File: src/rtl/result_uart_sender_pkg.sv
`default_nettype none
// ---------------------------------------------------------------------------
// result_uart_sender_pkg : FSM state encoding and header-byte format
// Rev 1.0
// ---------------------------------------------------------------------------
package result_uart_sender_pkg;

  typedef enum logic [3:0] {
    S_IDLE = 4'd0,
    S_HDR  = 4'd1,
    S_RD   = 4'd2,
    S_RDW  = 4'd3,
    S_SEND = 4'd4,
    S_ACK  = 4'd5,
    S_FIN  = 4'd6,
    S_DONE = 4'd7
  } state_t;

  localparam int c_HDR_PAD_W = 4;

  function automatic logic [7:0] hdr_byte(input logic [3:0] n);
    return {{c_HDR_PAD_W{1'b0}}, n};
  endfunction

endpackage
`default_nettype wire

File: src/rtl/result_uart_sender_sync_bit.sv
`default_nettype none
// ---------------------------------------------------------------------------
// sync_bit : multi-flop single-bit synchroniser, clears to 0 on reset
// Rev 1.0
// ---------------------------------------------------------------------------
module sync_bit #(
  parameter int STAGES = 2
) (
  input  logic clk,
  input  logic rst,
  input  logic d,
  output logic q
);

  logic [STAGES-1:0] r_chain;

  always_ff @(posedge clk) begin
    if (!rst) begin
      r_chain <= '0;
    end else begin
      r_chain <= {r_chain[STAGES-2:0], d};
    end
  end

  assign q = r_chain[STAGES-1];

endmodule
`default_nettype wire

File: src/rtl/result_uart_sender.sv
`default_nettype none
// ---------------------------------------------------------------------------
// result_uart_sender : streams the N x N result memory, MSB byte first, to uart_tx
// Rev 1.0
// ---------------------------------------------------------------------------
module result_uart_sender
  import result_uart_sender_pkg::*;
#(
  parameter int DATA_W      = 16,
  parameter int ADDR_W      = 4,
  parameter int MAX_N       = 4,
  parameter int SEND_HEADER = 1,
  parameter int SYNC_STAGES = 2,
  parameter int ACK_TIMEOUT = 4096
) (
  input  logic              clk,
  input  logic              rst,
  input  logic              send_req,
  input  logic [3:0]        matrix_size,
  output logic [ADDR_W-1:0] res_addr,
  output logic              res_rd_en,
  input  logic [DATA_W-1:0] res_data,
  output logic [7:0]        tx_data,
  output logic              tx_start,
  input  logic              tx_busy,
  output logic              sending,
  output logic              done,
  output logic              err
);

  localparam int c_BYTES = DATA_W / 8;
  localparam int c_BCW   = (c_BYTES > 1) ? $clog2(c_BYTES) : 1;
  localparam int c_IW    = ADDR_W + 1;
  localparam int c_TW    = $clog2(ACK_TIMEOUT + 1);

  state_t            r_state;
  logic              r_hdr;
  logic [3:0]        r_n;
  logic [c_IW-1:0]   r_idx;
  logic [c_IW-1:0]   r_nn;
  logic [c_BCW-1:0]  r_bcnt;
  logic [DATA_W-1:0] r_shift;
  logic [c_TW-1:0]   r_tmo;
  logic [ADDR_W-1:0] r_addr;
  logic              r_rd_en;
  logic [7:0]        r_tx_data;
  logic              r_tx_start;
  logic              r_sending;
  logic              r_done;
  logic              r_err;

  logic              w_busy_s;
  logic [3:0]        w_n;
  logic [c_IW-1:0]   w_nn;
  logic [c_IW-1:0]   w_idx_nxt;
  logic [DATA_W-1:0] w_shift_nxt;

  sync_bit #(
    .STAGES (SYNC_STAGES)
  ) u_busy_sync (
    .clk (clk),
    .rst (rst),
    .d   (tx_busy),
    .q   (w_busy_s)
  );

  assign w_n         = (matrix_size > 4'(MAX_N)) ? 4'(MAX_N) : matrix_size;
  assign w_nn        = c_IW'(w_n) * c_IW'(w_n);
  assign w_idx_nxt   = r_idx + c_IW'(1);
  assign w_shift_nxt = r_shift << 8;

  always_ff @(posedge clk) begin
    if (!rst) begin
      r_state    <= S_IDLE;
      r_hdr      <= 1'b0;
      r_n        <= '0;
      r_idx      <= '0;
      r_nn       <= '0;
      r_bcnt     <= '0;
      r_shift    <= '0;
      r_tmo      <= '0;
      r_addr     <= '0;
      r_rd_en    <= 1'b0;
      r_tx_data  <= '0;
      r_tx_start <= 1'b0;
      r_sending  <= 1'b0;
      r_done     <= 1'b0;
      r_err      <= 1'b0;
    end else begin
      r_rd_en <= 1'b0;
      r_done  <= 1'b0;
      r_err   <= 1'b0;
      case (r_state)
        S_IDLE: begin
          if (send_req) begin
            r_n   <= w_n;
            r_nn  <= w_nn;
            r_idx <= '0;
            if (SEND_HEADER != 0) begin
              r_sending <= 1'b1;
              r_state   <= S_HDR;
            end else if (w_n == 4'd0) begin
              r_done  <= 1'b1;
              r_state <= S_DONE;
            end else begin
              r_sending <= 1'b1;
              r_addr    <= '0;
              r_rd_en   <= 1'b1;
              r_state   <= S_RD;
            end
          end
        end
        S_HDR: begin
          r_tx_data  <= hdr_byte(r_n);
          r_hdr      <= 1'b1;
          r_tx_start <= 1'b1;
          r_tmo      <= '0;
          r_state    <= S_SEND;
        end
        S_RD: begin
          r_state <= S_RDW;
        end
        S_RDW: begin
          r_shift    <= res_data;
          r_tx_data  <= res_data[DATA_W-1 -: 8];
          r_bcnt     <= c_BCW'(c_BYTES - 1);
          r_tx_start <= 1'b1;
          r_tmo      <= '0;
          r_state    <= S_SEND;
        end
        S_SEND: begin
          if (w_busy_s) begin
            r_tx_start <= 1'b0;
            r_state    <= S_ACK;
          end else if (r_tmo == c_TW'(ACK_TIMEOUT - 1)) begin
            r_tx_start <= 1'b0;
            r_sending  <= 1'b0;
            r_err      <= 1'b1;
            r_state    <= S_IDLE;
          end else begin
            r_tmo <= r_tmo + c_TW'(1);
          end
        end
        S_ACK: begin
          if (!w_busy_s) begin
            r_state <= S_FIN;
          end
        end
        S_FIN: begin
          if (r_hdr) begin
            r_hdr <= 1'b0;
            if (r_n == 4'd0) begin
              r_done    <= 1'b1;
              r_sending <= 1'b0;
              r_state   <= S_DONE;
            end else begin
              r_addr  <= '0;
              r_rd_en <= 1'b1;
              r_state <= S_RD;
            end
          end else if (r_bcnt != '0) begin
            // next lower byte of the same word; tx_start rises with the new data
            r_shift    <= w_shift_nxt;
            r_tx_data  <= w_shift_nxt[DATA_W-1 -: 8];
            r_bcnt     <= r_bcnt - c_BCW'(1);
            r_tx_start <= 1'b1;
            r_tmo      <= '0;
            r_state    <= S_SEND;
          end else if (w_idx_nxt < r_nn) begin
            r_idx   <= w_idx_nxt;
            r_addr  <= ADDR_W'(w_idx_nxt);
            r_rd_en <= 1'b1;
            r_state <= S_RD;
          end else begin
            r_done    <= 1'b1;
            r_sending <= 1'b0;
            r_state   <= S_DONE;
          end
        end
        S_DONE: begin
          r_state <= S_IDLE;
        end
        default: begin
          r_state <= S_IDLE;
        end
      endcase
    end
  end

  assign res_addr  = r_addr;
  assign res_rd_en = r_rd_en;
  assign tx_data   = r_tx_data;
  assign tx_start  = r_tx_start;
  assign sending   = r_sending;
  assign done      = r_done;
  assign err       = r_err;

endmodule
`default_nettype wire

File: config.mk
export PLATFORM = sky130hd
export DESIGN_NAME = result_uart_sender
export DESIGN_NICKNAME = d
export VERILOG_FILES = /design/src/rtl/result_uart_sender_pkg.sv /design/src/rtl/result_uart_sender_sync_bit.sv /design/src/rtl/result_uart_sender.sv
export SDC_FILE = /design/constraint.sdc
export NUM_CORES = 1
export LEC_CHECK = 0
export CAP_MARGIN = 20
export CORE_MARGIN = 2
export CORE_UTILIZATION = 58
export DETAILED_ROUTE_END_ITERATION = 8
export GPL_TIMING_DRIVEN = 0
export PLACE_DENSITY = 0.85
export SETUP_SLACK_MARGIN = 0.15
export SYNTH_ARGS = -nofsm -noshare
export SYNTH_HDL_FRONTEND = slang
export SYNTH_SLANG_ARGS = --single-unit
File: constraint.sdc
create_clock -name clk -period 5.5 [get_ports clk]
set_input_delay 0.825 -clock clk [delete_from_list [all_inputs] [get_ports clk]]
set_output_delay 0.825 -clock clk [all_outputs]
set_load 0.01 [all_outputs]
==> impl_metrics.ini <==
[layout]
final_util_pct = 74.01
final_common_cell = dfxtp_1
fillers = 353
diodes = 0
nNetsFinal = 403
areaGrowthSynthToFinish_pct = 24.36
final_cell_mix = dfxtp_1, nand2_1, clkdlybuf4s50_1
layout-drive-gt1-share_pct = 8.179

[setup_path]
worst-r2r-cell-count = 8
cp.buffers_inverters = 0
crit_chain = ha_1 -> nand3_1 -> xnor2_1 -> ha_1 -> a211oi_1 -> o21ai_1 -> a21oi_1 -> mux2i_1
reg2reg_to = res_addr[2]
crit_slowest_cell = dfxtp_1
worstSetupPathType = reg2reg
cp-endpoint = res_addr[2]
reg2reg_from = r_idx[0]
critPathMaxFanout = 7
worstSetupStartpoint = r_idx[0]
end_kind = register
critPathTopFamily = compound AO/OA/AOI/OAI gates
rrSetupSlack_ns = 3.10
max_stage_delay_ns = 0.43
crit_arrival_ns = 2.67
crit_path_start_kind = register
critPathRequiredTime_ns = 5.77
path_depth = 8
crit_top_cell = ha_1

[drt]
antenna_left = 0
vias = 2682
drc_errors = 0
routed_wl_um = 6816
wl_per_cell_um = 15.74
firstDrtPassIters = 5
drtIter0Drc = 291
vias_per_cell = 6.194

[clock_network]
cts_setup_buffers = 0
h-tree-depth = 3
clkTransAtPathRegs_ns = 0.06
clockBufferDepth = 2
cts.hold.buffers_added = 0
clockRootBuffer = clkbuf_8
cts_tree = built
cts_inserted_buffers = 9
clock-sinks = 57
worstSkewPairLatency_ns = 0.34
post_cts_resized = 0

[grt]
antenna_found_initial = 0
grt_use_total_pct = 27.81
grt_start_max_net_pins = 11
gr-total-overflow = 0
grt_first_pass_wirelength_um = 11460
grt_pass1_vias = 2463

[sta]
hold_viol_final = 0
setup_tns_ns = 0
final_max_slew_viol_count = 0
timing.fmax_mhz = 417.4
period_share_pct = 43.56
layout_min_cycle_time_ns = 2.396
skew_ns = 0.005402
slew_headroom_pct = 47.01
rsz0062_at_grt = no
worst_pin_slew_ns = 0.7928
finalSetupViolations = 0

[synthesis]
ys_ff_latch = 57
seq_area_frac_synth_pct = 41.14
ys_async_sr_fraction_pct = 0
ys_types = 56
syn_inst = 323
syn-cell-area_mm2 = 0.002774
ys_warn_count = 0
synth_flop_cell = dfxtp_1
avgSynthCellArea_um2 = 8.588
synth_nets = 352
synth_edf_count = 0

[placed_design]
dp_hpwl_um = 4820
routabilityCongestion = 0.8358
io_buffers = 39

[hold_path]
hp-start = u_busy_sync.r_chain[0]
hold_class = reg2reg
hold_path_depth = 1

[flow_run]
maxCapViolCount = 0

[outcome]
status = finished, final reports clean

[floorplan]
io_pins = 41
core_area_mm2 = 0.004661
die_w_um = 73.16
dieHeight_um = 73.16
dieArea_mm2 = 0.005352
start_util_pct = 59.52
fp-row-count = 25

[power_and_ir_drop]
p_leak_nw = 1.204
ir_drop_mv = 0.3489
powerDensity_mw_per_mm2 = 343.9
worst min path at each step:
stage	endpoint	slack (ns)
finish	u_busy_sync.r_chain[1]	0.45
global placement	u_busy_sync.r_chain[1]	0.42
floorplan	u_busy_sync.r_chain[1]	0.41
global route	r_shift[3]	0.47
detailed placement	u_busy_sync.r_chain[1]	0.44
CTS	r_shift[1]	0.45
layer usage:
layer | vias to the layer above | GRT usage [%] | share of wire, % | wire [µm]
met4 | 0 | 12.35 | 2.0 | 137
met2 | 109 | 44.44 | 47 | 3209
li1 | 1320 | - | - | -
met3 | 16 | 5.525 | 6.4 | 436
met5 | - | 0 | 0 | 0
met1 | 1237 | 36.24 | 44 | 3033
cells in the mapped netlist (all sizes together) (3+ instances only):
cell type,count,area [µm²]
o2111ai,7,61.31
a31oi,3,18.77
buf,10,60.06
and2,4,25.02
ha,5,62.56
a2111o,6,67.56
o211ai,4,30.03
a211oi,4,30.03
o21a,5,37.54
o21ai,14,70.07
or4,4,30.03
a22o,8,70.07
nor2b,4,25.02
o31ai,3,22.52
nand3,23,115.1
a21oi,30,153.9
dfxtp,57,1141
nor2,14,52.55
nand4,5,31.28
a311oi,3,26.28
or3,4,25.02
clkbuf,10,37.54
and3,4,25.02
a32oi,3,26.28
nand2,42,157.7
or2,3,18.77
nand2b,4,25.02
inv,8,30.03
cells by family after synthesis:
group                      count (synthesis)  share of synthesized area, %
and+or+nand+nor                          124                         23.68
AOI/OAI and AO/OA                        104                         26.66
DFF                                       57                         41.14
buffers and inverters                     28                         4.601
adders and majority gates                  5                         2.255
xor gates and xnor gates                   3                        0.9474
muxes                                      2                        0.7217
layout make-up:
type | count | area [µm²] | share of cell area [%]
multi-input cells | 238 | 1505 | 43.63
flip-flops and latches | 57 | 1141 | 33.08
repair buffers | 40 | 400.4 | 11.61
clock buffers | 14 | 172.7 | 5.005
plain buffers | 20 | 97.59 | 2.829
well taps | 54 | 67.56 | 1.959
clock inverters | 2 | 35.03 | 1.016
inverters | 8 | 30.03 | 0.8705
metrics by stage:
step,instance area [µm²],cells,setup slack [ns],total power [mW],hold WS [ns]
after floorplan,2774,323,3.482,0.6737,0.4119
after global placement,3232,416,2.887,0.7704,0.4206
after detailed placement,3242,417,2.885,0.7786,0.4404
after CTS,3450,433,3.139,1.183,0.4535
after global routing,3450,433,2.957,1.240,0.4696
final,3450,433,3.104,1.186,0.4469
where the power goes:
part           internal (mW)  switching [mW]  leakage, nW
combinational          0.125           0.186        0.635
clock                  0.246           0.164        0.107
sequential             0.442          0.0237        0.462
flip-flops by register name, summed over array words and instances (netlist names), 3 cells and up:
signal	flops
r_tmo	13
r_shift	8
tx_data	8
r_idx	5
r_n	4
res_addr	4
r_nn	3
r_state	3
Power figures use the tool's default switching activity.
